==> src/rtl/cmp_unit_arbiter_if.sv <==
// Signal bundle between the issue side, the shared subtractor and the arbiter:
// two request channels, the subtractor operand/result port and the response channel.
interface cmp_unit_arbiter_if #(
   parameter int WIDTH = 32
);
   logic             req0_valid;
   logic             req0_ready;
   logic             req0_op;
   logic [WIDTH-1:0] req0_a;
   logic [WIDTH-1:0] req0_b;
   logic             req1_valid;
   logic             req1_ready;
   logic             req1_op;
   logic [WIDTH-1:0] req1_a;
   logic [WIDTH-1:0] req1_b;
   logic [WIDTH-1:0] sub_a;
   logic [WIDTH-1:0] sub_b;
   logic [WIDTH-1:0] sub_res;
   logic             sub_ovf;
   logic             rsp_valid;
   logic             rsp_ready;
   logic             rsp_id;
   logic [WIDTH-1:0] rsp_data;
   logic             rsp_zero;

   // Master is the surrounding system: requesters, subtract datapath and response consumer.
   modport master (
      output req0_valid, req0_op, req0_a, req0_b,
      output req1_valid, req1_op, req1_a, req1_b,
      output sub_res, sub_ovf, rsp_ready,
      input  req0_ready, req1_ready, sub_a, sub_b,
      input  rsp_valid, rsp_id, rsp_data, rsp_zero
   );

   modport slave (
      input  req0_valid, req0_op, req0_a, req0_b,
      input  req1_valid, req1_op, req1_a, req1_b,
      input  sub_res, sub_ovf, rsp_ready,
      output req0_ready, req1_ready, sub_a, sub_b,
      output rsp_valid, rsp_id, rsp_data, rsp_zero
   );
endinterface

==> src/rtl/cmp_unit_arbiter.sv <==
// Round-robin sequencer sharing one subtractor between two requesters; it issues
// SUB/SLT ops, waits SUB_LAT cycles for the difference and returns a tagged response.
module cmp_unit_arbiter #(
   parameter int WIDTH       = 32,
   parameter int SUB_LAT     = 1,
   parameter int SLT_OVF_FIX = 0
) (
   input logic              clk,
   input logic              rst_n,
   cmp_unit_arbiter_if.slave bus
);
   localparam int               CNT_W    = (SUB_LAT > 1) ? $clog2(SUB_LAT) : 1;
   localparam logic [CNT_W-1:0] CNT_INIT = CNT_W'(SUB_LAT - 1);

   typedef enum logic [1:0] {
      IDLE,
      EXEC,
      RESP
   } stateT;

   stateT            state;
   stateT            stateNext;
   logic             preferOne;
   logic             opReg;
   logic             idReg;
   logic [WIDTH-1:0] aReg;
   logic [WIDTH-1:0] bReg;
   logic [CNT_W-1:0] latCnt;
   logic [WIDTH-1:0] rspDataReg;
   logic             rspZeroReg;
   logic             grant0;
   logic             grant1;
   logic             accept;
   logic             sltBit;

   // Grant only in IDLE: a lone requester wins, a tie goes to the preferred one.
   always_comb begin
      grant0 = 1'b0;
      grant1 = 1'b0;
      if (state == IDLE) begin
         if (bus.req0_valid && (!bus.req1_valid || !preferOne)) begin
            grant0 = 1'b1;
         end else if (bus.req1_valid) begin
            grant1 = 1'b1;
         end
      end
   end

   assign accept = grant0 | grant1;

   always_comb begin
      stateNext = state;
      case (state)
         IDLE:    if (accept) stateNext = EXEC;
         EXEC:    if (latCnt == '0) stateNext = RESP;
         RESP:    if (bus.rsp_ready) stateNext = IDLE;
         default: stateNext = IDLE;
      endcase
   end

   always_ff @(posedge clk or negedge rst_n) begin
      if (!rst_n) begin
         state <= IDLE;
      end else begin
         state <= stateNext;
      end
   end

   // The overflow-corrected rule gives the true signed a<b even when a-b wraps.
   assign sltBit = (SLT_OVF_FIX != 0) ? (bus.sub_res[WIDTH-1] ^ bus.sub_ovf)
                                      : bus.sub_res[WIDTH-1];

   always_ff @(posedge clk or negedge rst_n) begin
      if (!rst_n) begin
         preferOne  <= 1'b0;
         opReg      <= 1'b0;
         idReg      <= 1'b0;
         aReg       <= '0;
         bReg       <= '0;
         latCnt     <= '0;
         rspDataReg <= '0;
         rspZeroReg <= 1'b0;
      end else begin
         case (state)
            IDLE: begin
               if (accept) begin
                  opReg  <= grant0 ? bus.req0_op : bus.req1_op;
                  aReg   <= grant0 ? bus.req0_a  : bus.req1_a;
                  bReg   <= grant0 ? bus.req0_b  : bus.req1_b;
                  idReg  <= grant1;
                  latCnt <= CNT_INIT;
               end
            end
            EXEC: begin
               if (latCnt != '0) begin
                  latCnt <= latCnt - CNT_W'(1);
               end else begin
                  rspDataReg <= opReg ? {{(WIDTH-1){1'b0}}, sltBit} : bus.sub_res;
                  rspZeroReg <= (bus.sub_res == '0);
               end
            end
            RESP: begin
               if (bus.rsp_ready) begin
                  preferOne <= ~idReg;
               end
            end
            default: ;
         endcase
      end
   end

   // Ready is masked by reset so every output reads 0 while rst_n is low.
   assign bus.req0_ready = grant0 & rst_n;
   assign bus.req1_ready = grant1 & rst_n;
   assign bus.sub_a      = aReg;
   assign bus.sub_b      = bReg;
   assign bus.rsp_valid  = (state == RESP);
   assign bus.rsp_id     = idReg;
   assign bus.rsp_data   = rspDataReg;
   assign bus.rsp_zero   = rspZeroReg;
endmodule
==> src/flat_wrapper.sv <==
// flat-port wrapper written by rule: the top's interface ports become plain ports
module cmp_unit_arbiter_flat 
#(
   parameter int WIDTH       = 32,
   parameter int SUB_LAT     = 1,
   parameter int SLT_OVF_FIX = 0
)
  (clk, rst_n, bus_req0_valid, bus_req0_op, bus_req0_a, bus_req0_b, bus_req1_valid, bus_req1_op, bus_req1_a, bus_req1_b, bus_sub_res, bus_sub_ovf, bus_rsp_ready, bus_req0_ready, bus_req1_ready, bus_sub_a, bus_sub_b, bus_rsp_valid, bus_rsp_id, bus_rsp_data, bus_rsp_zero);
  cmp_unit_arbiter_if #(.WIDTH(WIDTH)) bus_i ();
  input logic clk;
  input logic rst_n;
  input wire logic [$bits(bus_i.req0_valid)-1:0] bus_req0_valid;
  input wire logic [$bits(bus_i.req0_op)-1:0] bus_req0_op;
  input wire logic [$bits(bus_i.req0_a)-1:0] bus_req0_a;
  input wire logic [$bits(bus_i.req0_b)-1:0] bus_req0_b;
  input wire logic [$bits(bus_i.req1_valid)-1:0] bus_req1_valid;
  input wire logic [$bits(bus_i.req1_op)-1:0] bus_req1_op;
  input wire logic [$bits(bus_i.req1_a)-1:0] bus_req1_a;
  input wire logic [$bits(bus_i.req1_b)-1:0] bus_req1_b;
  input wire logic [$bits(bus_i.sub_res)-1:0] bus_sub_res;
  input wire logic [$bits(bus_i.sub_ovf)-1:0] bus_sub_ovf;
  input wire logic [$bits(bus_i.rsp_ready)-1:0] bus_rsp_ready;
  output wire logic [$bits(bus_i.req0_ready)-1:0] bus_req0_ready;
  output wire logic [$bits(bus_i.req1_ready)-1:0] bus_req1_ready;
  output wire logic [$bits(bus_i.sub_a)-1:0] bus_sub_a;
  output wire logic [$bits(bus_i.sub_b)-1:0] bus_sub_b;
  output wire logic [$bits(bus_i.rsp_valid)-1:0] bus_rsp_valid;
  output wire logic [$bits(bus_i.rsp_id)-1:0] bus_rsp_id;
  output wire logic [$bits(bus_i.rsp_data)-1:0] bus_rsp_data;
  output wire logic [$bits(bus_i.rsp_zero)-1:0] bus_rsp_zero;
  assign bus_i.req0_valid = bus_req0_valid;
  assign bus_i.req0_op = bus_req0_op;
  assign bus_i.req0_a = bus_req0_a;
  assign bus_i.req0_b = bus_req0_b;
  assign bus_i.req1_valid = bus_req1_valid;
  assign bus_i.req1_op = bus_req1_op;
  assign bus_i.req1_a = bus_req1_a;
  assign bus_i.req1_b = bus_req1_b;
  assign bus_i.sub_res = bus_sub_res;
  assign bus_i.sub_ovf = bus_sub_ovf;
  assign bus_i.rsp_ready = bus_rsp_ready;
  assign bus_req0_ready = bus_i.req0_ready;
  assign bus_req1_ready = bus_i.req1_ready;
  assign bus_sub_a = bus_i.sub_a;
  assign bus_sub_b = bus_i.sub_b;
  assign bus_rsp_valid = bus_i.rsp_valid;
  assign bus_rsp_id = bus_i.rsp_id;
  assign bus_rsp_data = bus_i.rsp_data;
  assign bus_rsp_zero = bus_i.rsp_zero;
  cmp_unit_arbiter #(.WIDTH(WIDTH), .SUB_LAT(SUB_LAT), .SLT_OVF_FIX(SLT_OVF_FIX)) u_core (.clk(clk), .rst_n(rst_n), .bus(bus_i));
endmodule
==> config.mk <==
export PLATFORM = sky130hd
export DESIGN_NAME = cmp_unit_arbiter_flat
export DESIGN_NICKNAME = d
export VERILOG_FILES = /design/src/rtl/cmp_unit_arbiter_if.sv /design/src/rtl/cmp_unit_arbiter.sv /design/src/flat_wrapper.sv
export SDC_FILE = /design/constraint.sdc
export NUM_CORES = 1
export LEC_CHECK = 0
export ABC_AREA = 0
export CAP_MARGIN = 0
export CORE_MARGIN = 2
export CORE_UTILIZATION = 34
export CTS_BUF_LIST = sky130_fd_sc_hd__clkbuf_8 sky130_fd_sc_hd__clkbuf_16
export DETAILED_ROUTE_END_ITERATION = 8
export GPL_ROUTABILITY_DRIVEN = 0
export GPL_TIMING_DRIVEN = 0
export HOLD_SLACK_MARGIN = 0.03
export PLACE_DENSITY_LB_ADDON = 0.08
export SLEW_MARGIN = 20
export SYNTH_ARGS = -nofsm -noshare
export SYNTH_HDL_FRONTEND = slang
export SYNTH_SLANG_ARGS = --single-unit
==> constraint.sdc <==
create_clock -name clk -period 1.7 [get_ports clk]
set_clock_uncertainty 0.15 [all_clocks]
set_input_delay 0.255 -clock clk [delete_from_list [all_inputs] [get_ports clk]]
set_output_delay 0.255 -clock clk [all_outputs]
set_load 0.005 [all_outputs]
## Yosys cells after proc, flatten, opt, wreduce, memory -nomap -nowiden

Index checks and enable logic that the tools add are counted.

| operators by class | value |
|---|---|
| $add $sub $neg | 1 |
| equality and inequality tests | 5 |
| multiplexer cells | 16 |
| bitwise logic cells | 5 |
| reduce and logical (&&, ||, !) cells | 12 |

Operators by type and width:

| kind | number |
|---|---|
| $mux W32 | 3 |
| $logic_not A32 Y1 | 1 |
| $mux W1 | 8 |
| $reduce_and A2 Y1 | 4 |
| $mux W2 | 3 |
| $pmux W2 S3 | 1 |
| $ne A2 B2 Y1 const B | 2 |
| $reduce_and A3 Y1 | 1 |
| $and A1 B1 Y1 | 2 |
| $eq A2 B1 Y1 const B | 1 |
| $eq A2 B2 Y1 const B | 1 |
| $logic_not A1 Y1 | 2 |
| $logic_not A2 Y1 | 1 |
| $ne A2 B1 Y1 const B | 1 |
| $not A1 Y1 | 2 |
| $pmux W1 S2 | 1 |
| $reduce_bool A2 Y1 | 1 |
| $logic_and A1 B1 Y1 | 1 |
| $logic_or A1 B1 Y1 | 1 |
| $or A1 B1 Y1 | 1 |
| $sub A1 B1 Y1 const B | 1 |

| storage, ports and cells | value |
|---|---|
| register bits | 103 |
| logic and storage cells | 48 |

## Logic depth before layout (Yosys ltp)

Gate-level depths: netlist of the first run.

| logic depth | value |
|---|---|
| depth in word-level cells | 8 |
| mapped depth | 6 |
| mapped depth without buffers | 4 |

## Worst setup path before layout of the first run

No wires, ideal clock.

| path | value |
|---|---|
| kind | register to output |
| start | register u_core.preferOne |
| end | output bus_req1_ready |
| data arrival time | 1.308 ns |
| data required time | 1.295 ns |
| slack | -0.013 ns |
| cell stages (with the launch flop) | 6 |
| path buffers | 2 |
| path through | dfrtp_1 > inv_1 > a2111oi_4 > buf_2 > buf_2 > and2_1 |

| between the ends | value |
|---|---|
| longest elaborated chain between the ends | 6 |

Ends and longest elaborated chain:

| item | RTL line | source |
|---|---|---|
| start, declared | cmp_unit_arbiter.sv:23 | `logic preferOne;` |
| start signal, assigned | cmp_unit_arbiter.sv:104 | `preferOne <= ~idReg;` |
| $logic_not A1 Y1 | cmp_unit_arbiter.sv:41 | `if (bus.req0_valid && (!bus.req1_valid \|\| !preferOne)) begin` |
| $logic_or A1 B1 Y1 | cmp_unit_arbiter.sv:41 |  |
| $logic_and A1 B1 Y1 | cmp_unit_arbiter.sv:41 |  |
| $mux W1 | cmp_unit_arbiter.sv:41 |  |
| $mux W1 | cmp_unit_arbiter.sv:40 | `if (state == IDLE) begin` |
| $and A1 B1 Y1 | cmp_unit_arbiter.sv:114 | `assign bus.req1_ready = grant1 & rst_n;` |
| end, declared | flat_wrapper.sv:24 | `output wire logic [$bits(bus_i.req1_ready)-1:0] bus_req1_ready;` |

Every way passes these cells.

## Worst setup path after layout of the first run

Ends and elaborated chain as after synthesis.

==> results of run 1 <==
## state kept, by name (all words and copies together), names as in the netlist
signal	count
u_core.state	2
u_core.preferOne	1
u_core.bus.rsp_id	1
u_core.bus.sub_a	32
u_core.bus.sub_b	32
u_core.bus.rsp_zero	1
u_core.opReg	1
u_core.bus.rsp_data	32
## per-layer routing
metal,track usage,routed length [um]
met1,0.269,6520
met4,0.0765,252
met2,0.379,7910
met5,0,0
met3,0.0651,1310
## through the flow
stage	setup slack, ps	setup TNS (ps)
after floorplan	18.7	0
after global placement	-3920	-432410
after detailed placement	-1120	-35670
after CTS	-353	-738
after global routing	-369	-2050
final	-315	-579
## cell usage after synthesis (3+ instances only)
| cell type | instances |
|---|---|
| buf_2 | 8 |
| buf_6 | 5 |
| a221o_1 | 65 |
| nand2b_1 | 33 |
| clkbuf_1 | 26 |
| o21ai_0 | 33 |
| nor4_1 | 8 |
| a21boi_0 | 60 |
| nand2_1 | 35 |
| dfrtp_1 | 102 |
| and2_1 | 3 |
| a21boi_1 | 5 |
| inv_1 | 3 |
## power by group through the flow
stage | Sequential [W] | Clock [W] | Combinational [W]
after floorplan | 0.00423 | 0 | 0.00265
after global placement | 0.00419 | 0 | 0.00611
after detailed placement | 0.00421 | 0 | 0.00622
after CTS | 0.00421 | 0.00215 | 0.00656
after global routing | 0.00435 | 0.00224 | 0.00734
final | 0.00421 | 0.00210 | 0.00676
## kinds of logic after synthesis
family	Yosys count
AOI/OAI and AO/OA	166
and+or+nand+nor	85
muxes	2
buffers and inverters	42
DFF	102
## final cells by class
| cell class | count | area (um^2) | share of cell area |
|---|---|---|---|
| tap | 176 | 220 | 0.0271 |
| inverter | 3 | 11.3 | 0.00139 |
| clock buffer | 10 | 239 | 0.0294 |
| multi-input combinational | 253 | 1820 | 0.224 |
| clock inverter | 6 | 62.6 | 0.00770 |
| sequential | 102 | 2550 | 0.315 |
| timing repair buffer | 282 | 2890 | 0.355 |
| buffer | 38 | 330 | 0.0407 |
## repair_timing
item | 4_1_cts | 5_1_grt
buffers inserted | 9 | 4
gates cloned | 0 | 3
endpoints found under the hold margin | 45 | 45
pin swaps | 3 | 6
endpoints found under the setup margin | 94 | 92
gates resized for setup | 61 | 36
## worst max-delay path by stage
stage	depth (start not counted)	to	slack, ps	start
3_5_place_dp	7	bus_req1_ready	-1120	bus_req1_valid
2_1_floorplan	5	bus_req1_ready	20	u_core.preferOne$_DFFE_PN0P_
6_report	6	bus_req1_ready	-320	u_core.preferOne$_DFFE_PN0P_
3_3_place_gp	3	bus_req1_ready	-3920	rst_n
5_1_grt	6	bus_req1_ready	-370	u_core.preferOne$_DFFE_PN0P_
4_1_cts	5	bus_req1_ready	-350	u_core.state[1]$_DFFE_PN0P_
==> metrics.log, run 1 <==
INFO  metric floorplan.rows = 42
INFO  metric total_power = 0.0131 W
INFO  metric r2r.worst_path.cells = 7
INFO  metric critPathTopFamily = buffers and inverters
INFO  metric wire_length_of_the_first_global_routing_pass = 24.8 mm
INFO  metric syn-cell-area = 4570 um^2
INFO  metric failed_checks = hold timing, setup timing
INFO  metric post_synth_num_cell_types = 22
INFO  metric timing.fmax = 0.496 GHz
INFO  metric die_area = 14400 um^2
INFO  metric synthAdderAreaFrac = 0
INFO  metric ff2ff_setup_slack = -10 ps
INFO  metric hold_path_class = primary input to async pin
INFO  metric cpMostUsedCell = buf_6
INFO  metric outcome = finished, violations left
INFO  metric total_switching_power = 0.00414 W
INFO  metric core_area = 13200 um^2
INFO  metric synth.yosys.seq_area_share = 0.559
INFO  metric power_per_cell_area = 1610 nW/um^2
INFO  metric worstPathCellList = inv_2 -> a2111oi_4 -> buf_6 -> buf_8 -> and2_4 -> buf_6
INFO  metric place_hpwl = 11.7 mm
INFO  metric grt_usage = 0.223
INFO  metric synth-edff-count = 0
INFO  metric nFillCells = 1116
INFO  metric post_synth_inst_count = 397
INFO  metric clk_root_buffer_cell = clkbuf_16
INFO  metric p_seq_frac = 0.322
INFO  metric tightest_slew = 467 ps
INFO  metric cts_tree = built
INFO  metric finalCoreUtilization = 0.616
INFO  metric synthXorXnorAreaFrac = 0
INFO  metric die_height = 120 um
INFO  metric synth.mux.area_fraction = 0.00438
INFO  metric num_antenna_cells = 0
INFO  metric worst_setup_slack_after_layout = -315 ps
INFO  metric design_area = 8120 um^2
INFO  metric p_clk_frac = 0.161
INFO  metric via_count = 4466
INFO  metric mappedNetlistNets = 565
INFO  metric areaGrowthSynthToFinish = 77.8%
INFO  metric wire_length_per_cell = 18.4 um
INFO  metric insertion_delay = 350 ps
INFO  metric worstPathArrival = 1610 ps
INFO  metric initial_utilization = 0.346
INFO  metric critPathMaxFanout = 2
INFO  metric yosys.area_share.simple = 0.0978
INFO  metric max-clock-path-buffers = 2
INFO  metric period_minus_slack = 2020 ps
INFO  metric grt_remaining_overflow = 0
INFO  metric maxCapViolations = 0
INFO  metric most-common-layout-cells = clkdlybuf4s50_1 (260), dfrtp_1 (100), a221o_1 (65)
INFO  metric area_fraction_in_compound_gates_after_synthesis = 0.294
INFO  metric io_buffer_count = 267
INFO  metric startpoint_type = flop
INFO  metric critical_path.slowest_cell = a2111oi_4
INFO  metric maxSlewHeadroom = 0.689
INFO  metric count_of_routing_violations_after_the_opening_detailed_route_iteration = 239
INFO  metric per_cell_via_count_in_the_routed_design = 5.13
INFO  metric async_flop_share = 1.00
INFO  metric drtAntennaViolNets = 0
INFO  metric timing_hold_violations_final = 45
INFO  metric path_clk_slew = 70 ps
INFO  metric power.switching_fraction = 0.317
INFO  metric regToRegEndpoint = u_core.bus.sub_b[5]$_DFFE_PN0P_
INFO  metric synthDominantCellAreaShare = 0.559
INFO  metric p_comb_frac = 0.517
INFO  metric number_of_global_route_vias_before_repair = 4670
INFO  metric post-route-drc-count = 0
INFO  metric clock-sinks = 102
INFO  metric rsz0062_at_grt = true
INFO  metric final.hold.worst_slack = -318 ps
INFO  metric r2r_startpoint = u_core.preferOne$_DFFE_PN0P_
INFO  metric endpoint_kind = output pin
INFO  metric detailedRoute.firstPassIterationCount = 5
INFO  metric nNetsFinal = 857
INFO  metric layout.cells.non_filler = 870
INFO  metric timing.critical_path.buf_inv = 4
INFO  metric cts_buffers = 9
INFO  metric synth.ff_latch_count = 102
INFO  metric crit_path_max_incr_delay = 380 ps
INFO  metric avgSynthCellArea = 11.5 um^2
INFO  metric synth_top_family_by_area = compound AO/OA/AOI/OAI gates
INFO  metric cts_htree_levels = 3
INFO  metric crit_path_required_time = 1290 ps
INFO  metric vdd_drop_max = 0.000648 V
INFO  metric power_report.internal_total = 0.00893 W
INFO  metric antenna_violations_before_repair = 0
INFO  metric yosysTopAreaCell = dfrtp_1
INFO  metric postSynth.topFlopCell = dfrtp_1
INFO  metric p_leak = 3.39 nW
INFO  metric setup.worst_path.class = flop to output pin
INFO  metric dp.cells = 841
INFO  metric slew_viol_final = 0
INFO  metric post_route_cells_drive_above_1_share = 0.105
INFO  metric fp.dieW = 120 um
INFO  metric final.period_utilization = 1.19
INFO  metric yosys_warnings = 0
INFO  metric netlist_top_cells_area = dfrtp_1 (56%), a221o_1 (14%), a21boi_0 (9.9%)
INFO  metric finalWirelength = 16.0 mm
INFO  metric finalSetupViolations = 8
INFO  metric mostFrequentLayoutCell = clkdlybuf4s50_1
INFO  metric floorplan.io_pins = 269
INFO  metric maximum_number_of_pins_on_one_net_before_global_route_repair = 58
INFO  metric dpl_cell_area = 7490 um^2
No activity file was read; power rests on OpenSTA's default activity.
==> run 2, diff against run 1 <==
- CAP_MARGIN: 0 -> 20
- CORE_UTILIZATION: 34 -> 41
- clock period: 1.7 -> 2.4 ns (I/O delays scaled with it)
==> run 2 against run 1 <==
Compared with the run above: the flow now finishes without violations; sequential share of layout area rose by 1.4 points; final cell count decreased by 4.6%; first-iteration DRC count rose by 20%; flip-flop and latch count unchanged; critical path type unchanged; critical path depth decreased by 1; wire length hardly changed; hold slack improved by 490 ps.
==> metrics.log, run 2 (synthesis results as in run 1) <==
INFO  metric outcome = complete, no violations (was finished, violations left)
INFO  metric critPathMaxFanout = 3 (was 2)
INFO  metric timing.fmax = 0.435 GHz
INFO  metric via_count = 4482 (was 4466)
INFO  metric post-route-drc-count = 0 (unchanged)
INFO  metric max-clock-path-buffers = 2 (unchanged)
INFO  metric tightest_slew = 600 ps (was 467 ps)
INFO  metric endpoint_kind = output pin (unchanged)
INFO  metric cts_buffers = 9 (unchanged)
INFO  metric finalWirelength = 16.0 mm (about the same)
INFO  metric grt_usage = 0.266 (was 0.223)
INFO  metric areaGrowthSynthToFinish = 70.2% (was 77.8%)
INFO  metric hold_path_class = primary input to flop (was primary input to async pin)
INFO  metric detailedRoute.firstPassIterationCount = 4 (was 5)
INFO  metric floorplan.rows = 38 (was 42)
INFO  metric setup_tns = 0 ps (was -579 ps)
INFO  metric timing_hold_violations_final = 0 (was 45)
INFO  metric startpoint_type = flop (unchanged)
INFO  metric most-common-layout-cells = clkdlybuf4s50_1 (262), dfrtp_1 (100), a221o_1 (65) (was clkdlybuf4s50_1 (260), dfrtp_1 (100), a221o_1 (65))
INFO  metric number_of_global_route_vias_before_repair = 4611 (was 4670)
INFO  metric hold-path-endpoint = u_core.bus.rsp_id$_DFFE_PN0P_
INFO  metric fp.dieW = 110 um (was 120 um)
INFO  metric wire_length_per_cell = 19.2 um (was 18.4 um)
INFO  metric power_per_cell_area = 1110 nW/um^2 (was 1610 nW/um^2)
INFO  metric setup.worst_path.class = flop to output pin (unchanged)
INFO  metric die_height = 110 um (was 120 um)
INFO  metric die_area = 12000 um^2 (was 14400 um^2)
INFO  metric floorplan.io_pins = 269 (unchanged)
INFO  metric clock-sinks = 102 (unchanged)
INFO  metric initial_utilization = 0.421 (was 0.346)
INFO  metric cts_htree_levels = 3 (unchanged)
INFO  metric core_area = 10800 um^2 (was 13200 um^2)
INFO  metric p_leak = 3.22 nW (was 3.39 nW)
INFO  metric maxSlewHeadroom = 0.600 (was 0.689)
INFO  metric io_buffer_count = 267 (unchanged)
INFO  metric period_minus_slack = 2300 ps
INFO  metric post_route_cells_drive_above_1_share = 0.0624 (was 0.105)
INFO  metric r2r.worst_path.cells = 7 (unchanged)
INFO  metric cts_tree = built (unchanged)
INFO  metric grt_remaining_overflow = 0 (unchanged)
INFO  metric crit_path_required_time = 1890 ps (was 1290 ps)
INFO  metric nNetsFinal = 852 (was 857)
INFO  metric rsz0062_at_grt = false (was true)
INFO  metric drtAntennaViolNets = 0 (unchanged)
INFO  metric vdd_drop_max = 0.000532 V (was 0.000648 V)
INFO  metric r2r_startpoint = u_core.state[0]$_DFFE_PN0P_ (was u_core.preferOne$_DFFE_PN0P_)
INFO  metric hold_path.startpoint = bus_req1_valid
INFO  metric ff2ff_setup_slack = 260 ps (was -10 ps)
INFO  metric maxCapViolations = 0 (unchanged)
INFO  metric placement.setup.worst_slack = -669 ps (was -1120 ps)
INFO  metric insertion_delay = 380 ps (was 350 ps)
INFO  metric min_delay_path_depth = 3
INFO  metric worst_setup_slack_after_layout = 99.8 ps (was -315 ps)
INFO  metric final.period_utilization = 0.958
INFO  metric per_cell_via_count_in_the_routed_design = 5.40 (was 5.13)
INFO  metric worstPathArrival = 1790 ps (was 1610 ps)
INFO  metric slew_viol_final = 0 (unchanged)
INFO  metric mostFrequentLayoutCell = clkdlybuf4s50_1 (unchanged)
INFO  metric count_of_routing_violations_after_the_opening_detailed_route_iteration = 286 (was 239)
INFO  metric clk_root_buffer_cell = clkbuf_8 (was clkbuf_16)
INFO  metric maximum_number_of_pins_on_one_net_before_global_route_repair = 53 (was 58)
INFO  metric finalSetupViolations = 0 (was 8)
INFO  metric antenna_violations_before_repair = 1 (was 0)
INFO  metric path_clk_slew = 100 ps (was 70 ps)
INFO  metric place_hpwl = 11.9 mm (was 11.7 mm)
INFO  metric regToRegEndpoint = u_core.bus.sub_b[25]$_DFFE_PN0P_ (was u_core.bus.sub_b[5]$_DFFE_PN0P_)
INFO  metric wire_length_of_the_first_global_routing_pass = 24.1 mm (was 24.8 mm)
## run 2: metrics by stage
step / hold slack (ps) / cell area (um^2) / instances / power [W] / util
2_1_floorplan: -85.6 / 4570 / 397 / 0.00487 / -
3_3_place_gp: 313 / 7420 / 804 / 0.00724 / 0.684
3_5_place_dp: 197 / 7440 / 805 / 0.00737 / 0.687
4_1_cts: 342 / 7760 / 828 / 0.00865 / 0.716
5_1_grt: 233 / 7780 / 830 / 0.00918 / 0.717
6_report: 177 / 7780 / 830 / 0.00861 / 0.717
## run 2: worst max-delay path, stage by stage, from the launching register on
cell,delay [ps]
dfrtp_2,420
buf_4,150
a2111oi_4,360
buf_6,160
and2_1,120
clkdlybuf4s15_1,200
## run 2: per-layer routing
metal | vias up | track usage | wire [um]
li1 | 2063 | - | -
met1 | 2189 | 0.326 | 6220
met2 | 206 | 0.448 | 7880
met3 | 24 | 0.0794 | 1550
met4 | 0 | 0.0913 | 319
met5 | - | 0 | 0
## run 2: worst max path at each step
stage | slack, ps | to | start | depth (start not counted)
final | 100 | bus_req1_ready | u_core.state[0]$_DFFE_PN0P_ | 5
after CTS | 30 | bus_req0_ready | bus_req1_valid | 6
after detailed placement | -670 | bus_req1_ready | bus_req1_valid | 7
after global placement | -3330 | bus_req1_ready | rst_n | 3
after global routing | 3 | bus_req1_ready | u_core.state[0]$_DFFE_PN0P_ | 5
after floorplan | 580 | bus_req1_ready | u_core.preferOne$_DFFE_PN0P_ | 5
## run 2: where the power goes
| part | internal (W) | switching [W] | leakage [nW] |
|---|---|---|---|
| clock network | 0.000507 | 0.000612 | 0.0997 |
| registers | 0.00252 | 0.000432 | 1.27 |
| logic | 0.00270 | 0.00183 | 1.85 |
| total | 0.00573 | 0.00287 | 3.22 |
## run 2: final cells by class
cell class | instances | area, um^2
Clock inverter | 6 | 62.6
Antenna cell | 1 | 2.50
Timing Repair Buffer | 279 | 2840
Clock buffer | 10 | 138
Fill cell | 832 | 3060
Sequential cell | 102 | 2550
Tap cell | 140 | 175
Multi-Input combinational cell | 253 | 1820
Inverter | 3 | 11.3
Buffer | 36 | 181
## run 2: timing repair
action / CTS / global route
setup endpoints to repair: 2 / 2
pin swaps: 3 / 1
cloned: 1 / 0
setup buffers: 7 / 1
hold buffers: 2 / 0
gates resized for setup: 9 / 3
hold endpoints to repair: 50 / 0
==> run 3, diff against run 2 <==
- CORE_MARGIN: 2 -> 3
==> run 3 against run 2 <==
Compared with the run above: design area about the same; critical path depth stayed put; clock power increased by 19%; largest cell class unchanged; highest routed layer unchanged; utilization is 1.9 points higher; critical path type unchanged; wire length is 0.34% higher; power rose by 1.8%.
==> metrics.log, run 3 (synthesis results as in run 1) <==
INFO  metric outcome = complete, no violations (unchanged)
INFO  metric total_switching_power = 0.00285 W (was 0.00287 W)
INFO  metric post-route-drc-count = 0 (unchanged)
INFO  metric p_comb_frac = 0.509 (was 0.527)
INFO  metric p_leak = 3.21 nW (was 3.22 nW)
INFO  metric path_clk_slew = 90 ps (was 100 ps)
INFO  metric slew_viol_final = 0 (unchanged)
INFO  metric floorplan.io_pins = 269 (unchanged)
INFO  metric timing.fmax = 0.436 GHz (was 0.435 GHz)
INFO  metric period_minus_slack = 2290 ps (was 2300 ps)
INFO  metric wire_length_of_the_first_global_routing_pass = 25.4 mm (was 24.1 mm)
INFO  metric hold_path_class = primary input to flop (unchanged)
INFO  metric areaGrowthSynthToFinish = 70.1% (was 70.2%)
INFO  metric num_antenna_cells = 0 (was 1)
INFO  metric setup.worst_path.class = flop to output pin (unchanged)
INFO  metric ff2ff_setup_slack = 370 ps (was 260 ps)
INFO  metric r2r_startpoint = u_core.state[0]$_DFFE_PN0P_ (unchanged)
INFO  metric count_of_routing_violations_after_the_opening_detailed_route_iteration = 343 (was 286)
INFO  metric cp-startpoint = u_core.state[0]$_DFFE_PN0P_ (unchanged)
INFO  metric initial_utilization = 0.433 (was 0.421)
INFO  metric finalCoreUtilization = 0.736 (was 0.717)
INFO  metric worstPathArrival = 1780 ps (was 1790 ps)
INFO  metric vdd_drop_max = 0.000635 V (was 0.000532 V)
INFO  metric place_hpwl = 12.4 mm (was 11.9 mm)
INFO  metric mostFrequentLayoutCell = clkdlybuf4s50_1 (unchanged)
INFO  metric io_buffer_count = 267 (unchanged)
INFO  metric cts_buffers = 9 (unchanged)
INFO  metric maxSlewHeadroom = 0.645 (was 0.600)
INFO  metric hold_path.startpoint = bus_req1_valid (unchanged)
INFO  metric antenna_violations_before_repair = 0 (was 1)
INFO  metric startpoint_type = flop (unchanged)
INFO  metric per_cell_via_count_in_the_routed_design = 5.44 (was 5.40)
INFO  metric power_per_cell_area = 1130 nW/um^2 (was 1110 nW/um^2)
INFO  metric grt_usage = 0.256 (was 0.266)
INFO  metric wire_length_per_cell = 19.5 um (was 19.2 um)
INFO  metric nFillCells = 794 (was 832)
INFO  metric floorplan.rows = 37 (was 38)
INFO  metric final-seq-area = 2550 um^2 (unchanged)
INFO  metric crit_path_required_time = 1890 ps (about the same)
INFO  metric p_clk_frac = 0.152 (was 0.130)
INFO  metric finalWirelength = 16.0 mm (about the same)
INFO  metric most-common-layout-cells = clkdlybuf4s50_1 (262), dfrtp_1 (100), a221o_1 (65) (unchanged)
INFO  metric cts_htree_levels = 3 (unchanged)
INFO  metric cts_tree = built (unchanged)
INFO  metric power.switching_fraction = 0.325 (was 0.334)
INFO  metric r2r.worst_path.cells = 7 (unchanged)
INFO  metric rsz0062_at_grt = false (unchanged)
INFO  metric grt_remaining_overflow = 0 (unchanged)
INFO  metric p_seq_frac = 0.340 (was 0.343)
INFO  metric die_height = 112 um (was 110 um)
INFO  metric critPathMaxFanout = 3 (unchanged)
INFO  metric clock-sinks = 102 (unchanged)
INFO  metric post_route_cells_drive_above_1_share = 0.0582 (was 0.0624)
INFO  metric detailedRoute.firstPassIterationCount = 4 (unchanged)
INFO  metric via_count = 4478 (was 4482)
INFO  metric finalSetupViolations = 0 (unchanged)
INFO  metric clk_root_buffer_cell = clkbuf_8 (unchanged)
INFO  metric fp.dieW = 112 um (was 110 um)
INFO  metric setup_tns = 0 ps (unchanged)
INFO  metric maximum_number_of_pins_on_one_net_before_global_route_repair = 54 (was 53)
INFO  metric multiInputGateArea = 1820 um^2 (unchanged)
INFO  metric timing_hold_violations_final = 0 (unchanged)
INFO  metric endpoint_kind = output pin (unchanged)
INFO  metric power_report.internal_total = 0.00592 W (was 0.00573 W)
INFO  metric die_area = 12400 um^2 (was 12000 um^2)
INFO  metric max-clock-path-buffers = 2 (unchanged)
INFO  metric maxCapViolations = 0 (unchanged)
INFO  metric tightest_slew = 533 ps (was 600 ps)
INFO  metric insertion_delay = 370 ps (was 380 ps)
INFO  metric number_of_global_route_vias_before_repair = 4878 (was 4611)
INFO  metric nNetsFinal = 850 (was 852)
INFO  metric worst_setup_path_endpoint = bus_req1_ready (unchanged)
INFO  metric final.period_utilization = 0.955 (was 0.958)
INFO  metric core_area = 10600 um^2 (was 10800 um^2)
INFO  metric drtAntennaViolNets = 0 (unchanged)
INFO  metric regToRegEndpoint = u_core.bus.sub_b[17]$_DFFE_PN0P_ (was u_core.bus.sub_b[25]$_DFFE_PN0P_)
==> run 3: area by class of cell <==
type,instances,area share
Clock inverter,5,0.0126
Timing Repair Buffer,276,0.358
Buffer,37,0.0242
Tap cell,136,0.0219
Multi-Input combinational cell,253,0.234
Sequential cell,102,0.329
Clock buffer,11,0.0195
Inverter,3,0.00145
==> run 3: repair_timing <==
action | in CTS | in global routing
resized for setup | 9 | 2
endpoints found under the setup margin | 2 | 2
hold buffers | 2 | 0
endpoints found under the hold margin | 53 | 0
buffers inserted | 6 | 0
pin swaps | 2 | 1
==> run 3: worst max-delay path, cell delays in order, from the launching register on <==
cell and delay (ps):
dfrtp_2 440, buf_4 160, a2111oi_4 310, buf_6 160, and2_1 120, dlygate4sd2_1 230
==> run 3: power groups by stage <==
stage | Clock, W | Sequential [W] | Combinational (W)
after global placement | 0 | 0.00296 | 0.00429
after detailed placement | 0 | 0.00299 | 0.00440
after CTS | 0.00135 | 0.00297 | 0.00451
final | 0.00133 | 0.00298 | 0.00446
after floorplan | 0 | 0.00300 | 0.00187
after global routing | 0.00142 | 0.00307 | 0.00484
==> run 3: how the worst min path moves through the flow <==
| stage | end | slack [ps] | cells after the start |
|---|---|---|---|
| 2_1_floorplan | u_core.bus.rsp_data[0]$_DFFE_PN0N_ | -90 | 0 |
| 3_3_place_gp | u_core.bus.rsp_data[16]$_DFFE_PN0N_ | 310 | 2 |
| 3_5_place_dp | u_core.bus.sub_a[14]$_DFFE_PN0P_ | 200 | 1 |
| 4_1_cts | u_core.bus.rsp_id$_DFFE_PN0P_ | 300 | 3 |
| 5_1_grt | u_core.bus.rsp_id$_DFFE_PN0P_ | 370 | 3 |
| 6_report | u_core.bus.rsp_id$_DFFE_PN0P_ | 320 | 3 |
==> run 3: metrics by stage <==
step / setup slack [ps] / power [W] / cells / hold WS [ps] / cell area [um^2]
6_report: 108 / 0.00877 / 823 / 318 / 7770
5_1_grt: 15.2 / 0.00933 / 823 / 370 / 7770
4_1_cts: 37.7 / 0.00883 / 823 / 304 / 7760
3_5_place_dp: -665 / 0.00739 / 801 / 199 / 7440
3_3_place_gp: -3340 / 0.00725 / 800 / 311 / 7410
2_1_floorplan: 582 / 0.00487 / 397 / -85.6 / 4570
==> run 3: per-layer routing <==
layer	part of all wire	vias up	global-route usage	wire length [um]
met3	0.093	26	0.0853	1490
met4	0.026	0	0.0908	422
li1	-	2066	-	-
met5	0	-	0	0
met2	0.50	200	0.442	8050
met1	0.38	2186	0.299	6070
